### src/rtl/sys_ctrl.sv
`default_nettype none
// sys_ctrl: UART command decoder steering register-file writes/reads, ALU ops and TX FIFO pushes.
// Rev 1.0
module sys_ctrl #(
   parameter int DATA_WIDTH    = 8,
   parameter int ADDRESS_WIDTH = 4
) (
   input  logic                      CLK,
   input  logic                      RST,
   input  logic [DATA_WIDTH-1:0]     RX_P_DATA,
   input  logic                      RX_D_VLD,
   input  logic [DATA_WIDTH-1:0]     RdData,
   input  logic                      RdData_Valid,
   input  logic [2*DATA_WIDTH-1:0]   ALU_OUT,
   input  logic                      OUT_Valid,
   input  logic                      FIFO_FULL,
   output logic                      WrEn,
   output logic                      RdEn,
   output logic [ADDRESS_WIDTH-1:0]  Address,
   output logic [DATA_WIDTH-1:0]     WrData,
   output logic                      ALU_EN,
   output logic [3:0]                ALU_FUN,
   output logic                      CLK_EN,
   output logic [DATA_WIDTH-1:0]     TX_DATA,
   output logic                      TX_WR
);

   localparam logic [3:0] S_IDLE     = 4'd0;
   localparam logic [3:0] S_WR_ADDR  = 4'd1;
   localparam logic [3:0] S_WR_DATA  = 4'd2;
   localparam logic [3:0] S_RD_ADDR  = 4'd3;
   localparam logic [3:0] S_RD_WAIT  = 4'd4;
   localparam logic [3:0] S_OP_A     = 4'd5;
   localparam logic [3:0] S_OP_B     = 4'd6;
   localparam logic [3:0] S_ALU_FN   = 4'd7;
   localparam logic [3:0] S_ALU_WAIT = 4'd8;
   localparam logic [3:0] S_TX_LSB   = 4'd9;
   localparam logic [3:0] S_TX_MSB   = 4'd10;
   localparam logic [3:0] S_TX_RD    = 4'd11;

   localparam logic [DATA_WIDTH-1:0] C_CMD_WR     = DATA_WIDTH'(8'hAA);
   localparam logic [DATA_WIDTH-1:0] C_CMD_RD     = DATA_WIDTH'(8'hBB);
   localparam logic [DATA_WIDTH-1:0] C_CMD_ALU_OP = DATA_WIDTH'(8'hCC);
   localparam logic [DATA_WIDTH-1:0] C_CMD_ALU_NO = DATA_WIDTH'(8'hDD);

   logic [3:0]                r_state;
   logic [3:0]                w_next;

   logic                      r_wr_en,   w_wr_en;
   logic                      r_rd_en,   w_rd_en;
   logic [ADDRESS_WIDTH-1:0]  r_addr,    w_addr;
   logic [DATA_WIDTH-1:0]     r_wr_data, w_wr_data;
   logic                      r_alu_en,  w_alu_en;
   logic [3:0]                r_alu_fun, w_alu_fun;
   logic                      r_clk_en,  w_clk_en;
   logic [DATA_WIDTH-1:0]     r_tx_data, w_tx_data;
   logic                      r_tx_wr,   w_tx_wr;
   logic [2*DATA_WIDTH-1:0]   r_result,  w_result;
   logic [DATA_WIDTH-1:0]     r_rd_data, w_rd_data;

   // State and every output are registered here; the comb blocks only compute next values.
   always_ff @(posedge CLK or negedge RST) begin
      if (!RST) begin
         r_state   <= S_IDLE;
         r_wr_en   <= 1'b0;
         r_rd_en   <= 1'b0;
         r_addr    <= '0;
         r_wr_data <= '0;
         r_alu_en  <= 1'b0;
         r_alu_fun <= '0;
         r_clk_en  <= 1'b0;
         r_tx_data <= '0;
         r_tx_wr   <= 1'b0;
         r_result  <= '0;
         r_rd_data <= '0;
      end else begin
         r_state   <= w_next;
         r_wr_en   <= w_wr_en;
         r_rd_en   <= w_rd_en;
         r_addr    <= w_addr;
         r_wr_data <= w_wr_data;
         r_alu_en  <= w_alu_en;
         r_alu_fun <= w_alu_fun;
         r_clk_en  <= w_clk_en;
         r_tx_data <= w_tx_data;
         r_tx_wr   <= w_tx_wr;
         r_result  <= w_result;
         r_rd_data <= w_rd_data;
      end
   end

   always_comb begin
      w_next = r_state;
      case (r_state)
         S_IDLE: begin
            if (RX_D_VLD) begin
               case (RX_P_DATA)
                  C_CMD_WR:     w_next = S_WR_ADDR;
                  C_CMD_RD:     w_next = S_RD_ADDR;
                  C_CMD_ALU_OP: w_next = S_OP_A;
                  C_CMD_ALU_NO: w_next = S_ALU_FN;
                  default:      w_next = S_IDLE;
               endcase
            end
         end
         S_WR_ADDR:  if (RX_D_VLD)   w_next = S_WR_DATA;
         S_WR_DATA:  if (RX_D_VLD)   w_next = S_IDLE;
         S_RD_ADDR:  if (RX_D_VLD)   w_next = S_RD_WAIT;
         S_RD_WAIT:  if (RdData_Valid) w_next = S_TX_RD;
         S_OP_A:     if (RX_D_VLD)   w_next = S_OP_B;
         S_OP_B:     if (RX_D_VLD)   w_next = S_ALU_FN;
         S_ALU_FN:   if (RX_D_VLD)   w_next = S_ALU_WAIT;
         S_ALU_WAIT: if (OUT_Valid)  w_next = S_TX_LSB;
         S_TX_LSB:   if (!FIFO_FULL) w_next = S_TX_MSB;
         S_TX_MSB:   if (!FIFO_FULL) w_next = S_IDLE;
         S_TX_RD:    if (!FIFO_FULL) w_next = S_IDLE;
         default:    w_next = S_IDLE;
      endcase
   end

   always_comb begin
      w_wr_en   = 1'b0;
      w_rd_en   = 1'b0;
      w_alu_en  = 1'b0;
      w_tx_wr   = 1'b0;
      w_addr    = r_addr;
      w_wr_data = r_wr_data;
      w_alu_fun = r_alu_fun;
      w_tx_data = r_tx_data;
      w_result  = r_result;
      w_rd_data = r_rd_data;
      case (r_state)
         S_WR_ADDR: if (RX_D_VLD) w_addr = RX_P_DATA[ADDRESS_WIDTH-1:0];
         S_WR_DATA: begin
            if (RX_D_VLD) begin
               w_wr_en   = 1'b1;
               w_wr_data = RX_P_DATA;
            end
         end
         S_RD_ADDR: begin
            if (RX_D_VLD) begin
               w_rd_en = 1'b1;
               w_addr  = RX_P_DATA[ADDRESS_WIDTH-1:0];
            end
         end
         S_RD_WAIT: if (RdData_Valid) w_rd_data = RdData;
         S_OP_A, S_OP_B: begin
            if (RX_D_VLD) begin
               w_wr_en   = 1'b1;
               w_addr    = (r_state == S_OP_A) ? ADDRESS_WIDTH'(0) : ADDRESS_WIDTH'(1);
               w_wr_data = RX_P_DATA;
            end
         end
         S_ALU_FN: begin
            if (RX_D_VLD) begin
               w_alu_en  = 1'b1;
               w_alu_fun = RX_P_DATA[3:0];
            end
         end
         S_ALU_WAIT: if (OUT_Valid) w_result = ALU_OUT;
         S_TX_LSB: begin
            if (!FIFO_FULL) begin
               w_tx_wr   = 1'b1;
               w_tx_data = r_result[DATA_WIDTH-1:0];
            end
         end
         S_TX_MSB: begin
            if (!FIFO_FULL) begin
               w_tx_wr   = 1'b1;
               w_tx_data = r_result[2*DATA_WIDTH-1:DATA_WIDTH];
            end
         end
         S_TX_RD: begin
            if (!FIFO_FULL) begin
               w_tx_wr   = 1'b1;
               w_tx_data = r_rd_data;
            end
         end
         default: ;
      endcase
      // The ALU clock stays gated on for the whole ALU_FN..ALU_WAIT span.
      w_clk_en = (w_next == S_ALU_FN) || (w_next == S_ALU_WAIT);
   end

   assign WrEn    = r_wr_en;
   assign RdEn    = r_rd_en;
   assign Address = r_addr;
   assign WrData  = r_wr_data;
   assign ALU_EN  = r_alu_en;
   assign ALU_FUN = r_alu_fun;
   assign CLK_EN  = r_clk_en;
   assign TX_DATA = r_tx_data;
   assign TX_WR   = r_tx_wr;

endmodule
`default_nettype wire

### config.mk
export PLATFORM = sky130hd
export DESIGN_NAME = sys_ctrl
export DESIGN_NICKNAME = d
export VERILOG_FILES = /design/src/rtl/sys_ctrl.sv
export SDC_FILE = /design/constraint.sdc
export NUM_CORES = 1
export LEC_CHECK = 0
export CAP_MARGIN = 10
export CORE_MARGIN = 1.5
export CORE_UTILIZATION = 35
export CTS_BUF_LIST = sky130_fd_sc_hd__clkbuf_4
export DETAILED_ROUTE_END_ITERATION = 16
export GPL_TIMING_DRIVEN = 0
export PLACE_DENSITY = 0.58
export SYNTH_ARGS = -nofsm -noshare
export SYNTH_HDL_FRONTEND = slang
export SYNTH_SLANG_ARGS = --single-unit
export TNS_END_PERCENT = 10
### constraint.sdc
create_clock -name CLK -period 2.1 [get_ports CLK]
set_input_delay 0.525 -clock CLK [delete_from_list [all_inputs] [get_ports CLK]]
set_output_delay 0.525 -clock CLK [all_outputs]
set_load 0.03 [all_outputs]
==> results of run 1 <==
==> sequential cells by signal, indices dropped and copies added, names as in the netlist <==
name,count
WrData,8
TX_WR,1
TX_DATA,8
WrEn,1
RdEn,1
r_state,4
r_result,16
CLK_EN,1
Address,4
r_rd_data,8
ALU_FUN,4
ALU_EN,1
==> Yosys cell counts <==
cell type  count  area (um^2)
a211oi_1       1         7.51
a21boi_0       1         7.51
a21o_1         1         7.51
a21oi_1       22          110
a221oi_1       8         70.1
a22o_1         1         8.76
and2_1         4         25.0
and2b_1        1         7.51
and2b_4        1         10.0
and3_1         2         12.5
and4bb_2       1         12.5
buf_1          1         3.75
buf_2          6         30.0
buf_4          1         7.51
buf_6          2         22.5
clkbuf_1       2         7.51
dfrtp_1       57         1430
inv_1          9         33.8
mux2_2        29          327
nand2_1       17         63.8
nand2b_1       4         25.0
nand2b_4       1         13.8
nand3_1        2         10.0
nand3_4        1         17.5
nand4_1        2         12.5
nor2_1        15         56.3
nor2b_1        4         25.0
nor3_1         1         5.00
nor3b_4        1         18.8
nor4bb_1       1         10.0
o2111ai_1      1         8.76
o211a_1        1         10.0
o211ai_1       2         15.0
o211ai_2       1         12.5
o21a_1         1         7.51
o21ai_0       15         75.1
o21ai_2        1         8.76
o32ai_1        1         8.76
or2_2          1         6.26
or3_1          1         6.26
xnor2_1        1         8.76
==> per-stage QoR <==
| step | setup WS [ns] | TNS [ns] | instances | hold WS [ns] |
|---|---|---|---|---|
| floorplan | 0.427 | 0 | 225 | 0.229 |
| global placement | -1.39 | -82.57 | 390 | 0.461 |
| detailed placement | -0.283 | -3.63 | 391 | 0.473 |
| CTS | 0.107 | 0 | 406 | 0.0784 |
| global route | 0.0202 | 0 | 406 | 0.0922 |
| finish | 0.117 | 0 | 406 | 0.0937 |
==> routing by layer <==
layer / part of all wire (%) / up-vias
met5: 0 / -
met4: 0.73 / 0
met3: 5.9 / 4
met2: 46 / 65
met1: 48 / 947
li1: - / 953
==> logic make-up after synthesis <==
family                 Yosys count
AO/OA/AOI/OAI                   57
AND/OR/NAND/NOR                 60
buffers and inverters           21
multiplexers                    29
flip-flops                      57
XOR/XNOR                         1
==> final cells by class <==
cell class | instances | area (um^2) | share of cell area (%)
inverter | 9 | 33.8 | 0.975
clock buffer | 11 | 82.6 | 2.38
tap | 99 | 124 | 3.57
multi-input combinational | 147 | 1030 | 29.7
sequential | 57 | 1430 | 41.2
buffer | 12 | 71.3 | 2.06
timing repair buffer | 67 | 676 | 19.5
clock inverter | 4 | 21.3 | 0.614
==> worst register-to-register path, cell delays in order, from the launching register on <==
cell,delay [ns]
dfrtp_1,0.43
buf_6,0.16
nor3b_4,0.49
o21ai_2,0.12
o211a_1,0.17
and3_1,0.15
mux2_2,0.25
==> worst paths after layout <==
path	start	endpoint	slack [ns]	cells past startpoint
worst max-delay path	FIFO_FULL	CLK_EN$_DFF_PN0_	0.12	6
worst min-delay path	RST	r_rd_data[2]$_DFFE_PN0P_	0.09	1
worst max register to register	r_state[2]$_DFF_PN0_	CLK_EN$_DFF_PN0_	0.23	6
worst min register to register	Address[0]$_DFFE_PN0P_	Address[0]$_DFFE_PN0P_	0.49	1
max in group asynchronous	RST	WrData[0]$_DFFE_PN0P_	1.43	2
min in group CLK	Address[0]$_DFFE_PN0P_	Address[0]$_DFFE_PN0P_	0.49	1
==> power groups by stage <==
stage | Sequential [mW] | Clock (mW) | Combinational [mW]
6_report | 1.71 | 0.640 | 1.93
5_1_grt | 1.77 | 0.712 | 2.11
4_1_cts | 1.72 | 0.674 | 1.94
3_5_place_dp | 1.74 | 0 | 1.93
3_3_place_gp | 1.73 | 0 | 1.92
2_1_floorplan | 2.08 | 0 | 0.873
==> results.json, run 1 <==
{
  "synth_adder_area_share_pct": 0,
  "ys_seq_elements": 57,
  "period_share_pct": 94.4,
  "finalWeightedCongestion": 0.854,
  "syn_inst": 225,
  "synth_top_family_by_area": "compound AO/OA/AOI/OAI gates",
  "globalRouteOverflowTotal": 0,
  "nNetsFinal": 341,
  "antenna_found_initial": 0,
  "p_sw_share_pct": 37.9,
  "routed_wl_um": 5910,
  "clk_pin_slew_worst_paths_ns": 0.10,
  "max_cap_violations": 0,
  "yosysUniqueCellTypes": 41,
  "power_mw": 4.28,
  "ir_drop_mv": 0.630,
  "hold_violations": 0,
  "pwr-share-comb_pct": 45.1,
  "critical_path.top_delay_family": "simple AND/OR/NAND/NOR gates",
  "slew_violations": 0,
  "p_sw_mw": 1.62,
  "power_density_mw_per_mm2": 1240,
  "cts_max_level": 3,
  "path_class": "input port to flop",
  "internal-power_mw": 2.66,
  "row_count": 31,
  "min_period_ns": 1.98,
  "synth_warnings": 0,
  "clockBufferDepth": 2,
  "synth.net_count": 263,
  "ctsHoldBuffers": 0,
  "clockRootBuffer": "clkbuf_4",
  "avgSynthCellArea_um2": 11.4,
  "use_met1_pct": 22.5,
  "numPortBuffers": 66,
  "cts_made_buffers": 9,
  "cts_tree": "done",
  "fmax_ghz": 0.504,
  "layout_commonest_cell": "clkdlybuf4s50_1",
  "placed_area_mm2": 0.00336,
  "use_met2_pct": 25.7,
  "synth_simple_gate_area_share_pct": 13.2,
  "rsz0062_at_grt": "no",
  "clock_sinks": 57,
  "syn2layout_area_growth_pct": 35.3,
  "crit_buf_inv": 1,
  "status": "complete, no violations",
  "cpPeakStageDelay_ns": 0.54,
  "drt-pass1-iter-count": 4,
  "die_area_mm2": 0.00784,
  "grt_use_met3_pct": 3.92,
  "finClkSkew_ns": 0.00818,
  "grt_pass1_vias": 1996,
  "seq_area_frac_synth_pct": 55.7,
  "n_fill_cell": 679,
  "core_area_mm2": 0.00718,
  "worst_pin_slew_ns": 0.564,
  "worstPathArrival_ns": 2.25,
  "grt_max_degree": 39,
  "drt_iter0_markers": 48,
  "final_cell_mix": "clkdlybuf4s50_1 (65), dfrtp_1 (57), mux2_2 (29), a21oi_1 (22), nand2_1 (17)",
  "final_cell_area_mm2": 0.00347,
  "critical_path_required_ns": 2.37,
  "syn_area_mm2": 0.00256,
  "diodes": 0,
  "cp-start-kind": "input port",
  "power_frac_seq_pct": 40.0,
  "layout-drive-gt1-share_pct": 20.2,
  "track_usage_pct": 16.7,
  "die_h_um": 88.6,
  "boundaryPins": 67,
  "worstHoldPathType": "input port to async pin",
  "relSlewSlack_pct": 62.4,
  "cts_resized": 0,
  "cts_setup_buffers": 0,
  "cpMaxStageDelayCell": "nor3b_4",
  "via_per_inst": 4.85,
  "die_x_um": 88.6,
  "hpwl_um": 4190,
  "synth_compound_area_share_pct": 14.0,
  "worstSetupEndpointType": "flop",
  "finalSetupViolations": 0,
  "path_cells": "clkdlybuf4s50_1 -> nor3b_4 -> o21ai_2 -> o211a_1 -> and3_1 -> mux2_2",
  "grt_pass1_wl_um": 9780,
  "clk_latency_ns": 0.38,
  "clkPwrFrac_pct": 15.0,
  "drcViolationCount": 0,
  "path_max_fanout": 10,
  "wl_per_cell_um": 14.6,
  "muxShareOfSynthArea_pct": 12.7,
  "initial_utilization_pct": 35.7,
  "final_util_pct": 48.3,
  "final_antenna_net_count": 0,
  "vias": 1969,
  "power.leakage_nw": 1.51,
  "grt_busiest_layer": "met2",
  "synth-xor-area-share_pct": 0.342
}
(Power assumes the default switching activity.)
==> inputs of run 2 (changes only) <==
- SKIP_LAST_GASP: not set -> 1
==> results of run 2 <==
No change in the layout: final DEF, timing and power equal those of run 1.
==> inputs of run 3 (changes only) <==
- CORE_UTILIZATION: 35 -> 30
- PLACE_DENSITY: 0.58 -> 0.51
- clock period: 2.1 -> 2.4 ns (I/O delays scaled with it)
==> results.json, run 3 (synthesis gave the netlist of run 1 again) <==
{
  "ctsHoldBuffers": 0,
  "cpPeakStageDelay_ns": 0.56,
  "cpMaxStageDelayCell": "nor3b_4",
  "rrSetupSlack_ns": 0.51,
  "clk_pin_slew_worst_paths_ns": 0.11,
  "syn2layout_area_growth_pct": 38.8,
  "rsz0062_at_grt": "no",
  "finClkSkew_ns": 0.0162,
  "cts_resized": 0,
  "worstSetupEndpointType": "flop",
  "largest_reg_flops": 16,
  "power_density_mw_per_mm2": 1150,
  "clock_sinks": 57,
  "finalWeightedCongestion": 0.820,
  "cp-start-kind": "input port",
  "clockRootBuffer": "clkbuf_4",
  "final_cell_area_mm2": 0.00356,
  "ff2ff_path_depth": 6,
  "drt_iter0_markers": 53,
  "clk_latency_ns": 0.40,
  "diodes": 0,
  "boundaryPins": 67,
  "via_per_inst": 4.75,
  "nNetsFinal": 341,
  "clockBufferDepth": 2,
  "vias": 1961,
  "min_period_ns": 2.08,
  "layout-drive-gt1-share_pct": 20.8,
  "path_max_fanout": 10,
  "dp_cells": 397,
  "crit_buf_inv": 1,
  "grt_pass1_wl_um": 10100,
  "r2r_start": "r_state[2]$_DFF_PN0_",
  "routed_wl_um": 6440,
  "cts_made_buffers": 9,
  "worstPathArrival_ns": 2.35,
  "core_area_mm2": 0.00826,
  "path_cells": "clkdlybuf4s50_1 -> nor3b_4 -> o21ai_2 -> o211a_1 -> and3_1 -> mux2_2",
  "final_cells": 413,
  "initial_utilization_pct": 31.0,
  "final_antenna_net_count": 0,
  "ir_drop_mv": 0.568,
  "numPortBuffers": 66,
  "worst_pin_slew_ns": 0.583,
  "die_h_um": 95.4,
  "final_cell_mix": "clkdlybuf4s50_1 (65), dfrtp_1 (57), mux2_2 (29), a21oi_1 (22), nand2_1 (17)",
  "path_class": "input port to flop",
  "die_area_mm2": 0.00910,
  "hold_violations": 0,
  "cts_tree": "done",
  "row_count": 33,
  "worstHoldPathType": "input port to async pin",
  "globalRouteOverflowTotal": 0,
  "critical_path_required_ns": 2.68,
  "regMostFlops": "r_result",
  "r2r_end": "CLK_EN$_DFF_PN0_",
  "die_x_um": 95.4,
  "power.leakage_nw": 1.55,
  "hpwl_um": 4540,
  "setup_tns_ns": 0,
  "cts_setup_buffers": 0,
  "grt_max_degree": 35,
  "drt-pass1-iter-count": 4,
  "drcViolationCount": 0,
  "max_cap_violations": 0,
  "final_util_pct": 43.1,
  "antenna_found_initial": 0,
  "status": "complete, no violations",
  "critical_path.top_delay_family": "simple AND/OR/NAND/NOR gates",
  "grt_pass1_vias": 1952,
  "finalSetupViolations": 0,
  "cp_num_cells": 6,
  "cts_max_level": 3,
  "placed_area_mm2": 0.00337,
  "fmax_ghz": 0.482,
  "wl_per_cell_um": 15.6,
  "period_share_pct": 86.5,
  "slew_violations": 0,
  "track_usage_pct": 15.2,
  "relSlewSlack_pct": 61.1,
  "layout_commonest_cell": "clkdlybuf4s50_1"
}
run 3: changes by cell type in the layout (fill, tap and decap cells not counted), sizes merged:
cell / change
bufinv: +3
clkinv: -1
clkinvlp: -1
run 3: power by group:
part           internal, mW  leakage (nW)  total (mW)  switching (mW)
clock network         0.552         0.101       0.911           0.359
registers              1.33         0.729        1.49           0.168
logic                 0.775         0.723        1.70           0.922
total                  2.65          1.55        4.10            1.45
run 3: layout make-up:
| type | instances | area [um^2] |
|---|---|---|
| clock inverters | 5 | 104 |
| fillers | 837 | 4700 |
| flip-flops and latches | 57 | 1430 |
| repair buffers | 67 | 676 |
| well taps | 105 | 131 |
| inverters | 9 | 33.8 |
| multi-input cells | 147 | 1030 |
| plain buffers | 12 | 71.3 |
| clock buffers | 11 | 82.6 |
run 3: how the worst max path moves through the flow:
| stage | start | to | slack (ns) |
|---|---|---|---|
| floorplan | RX_P_DATA[5] | CLK_EN$_DFF_PN0_ | 0.65 |
| global route | FIFO_FULL | CLK_EN$_DFF_PN0_ | 0.27 |
| finish | FIFO_FULL | CLK_EN$_DFF_PN0_ | 0.32 |
| detailed placement | FIFO_FULL | CLK_EN$_DFF_PN0_ | -0.13 |
| CTS | FIFO_FULL | CLK_EN$_DFF_PN0_ | 0.31 |
| global placement | RST | ALU_FUN[1]$_DFFE_PN0P_ | -1.21 |
run 3: metrics by stage:
stage	setup slack, ns	total power [mW]	hold slack (ns)
after floorplan	0.652	2.58	0.304
after global placement	-1.21	3.21	0.464
after detailed placement	-0.131	3.23	0.470
after CTS	0.306	4.17	0.181
after global routing	0.269	4.38	0.199
final	0.324	4.10	0.184
run 3: worst reg2reg max path, delay by kind of cell, from the launching register on:
family                 cells  cell delay (ns)
and+or+nand+nor            2             0.65
muxes                      1             0.25
AOI/OAI and AO/OA          2             0.29
buffers and inverters      1             0.16
DFF                        1             0.43
run 3: layer usage:
metal	global-route usage, %	part of all wire, %
met5	0	0
met4	4.78	0.89
met3	5.18	6.5
met2	23.2	47
met1	20.3	45
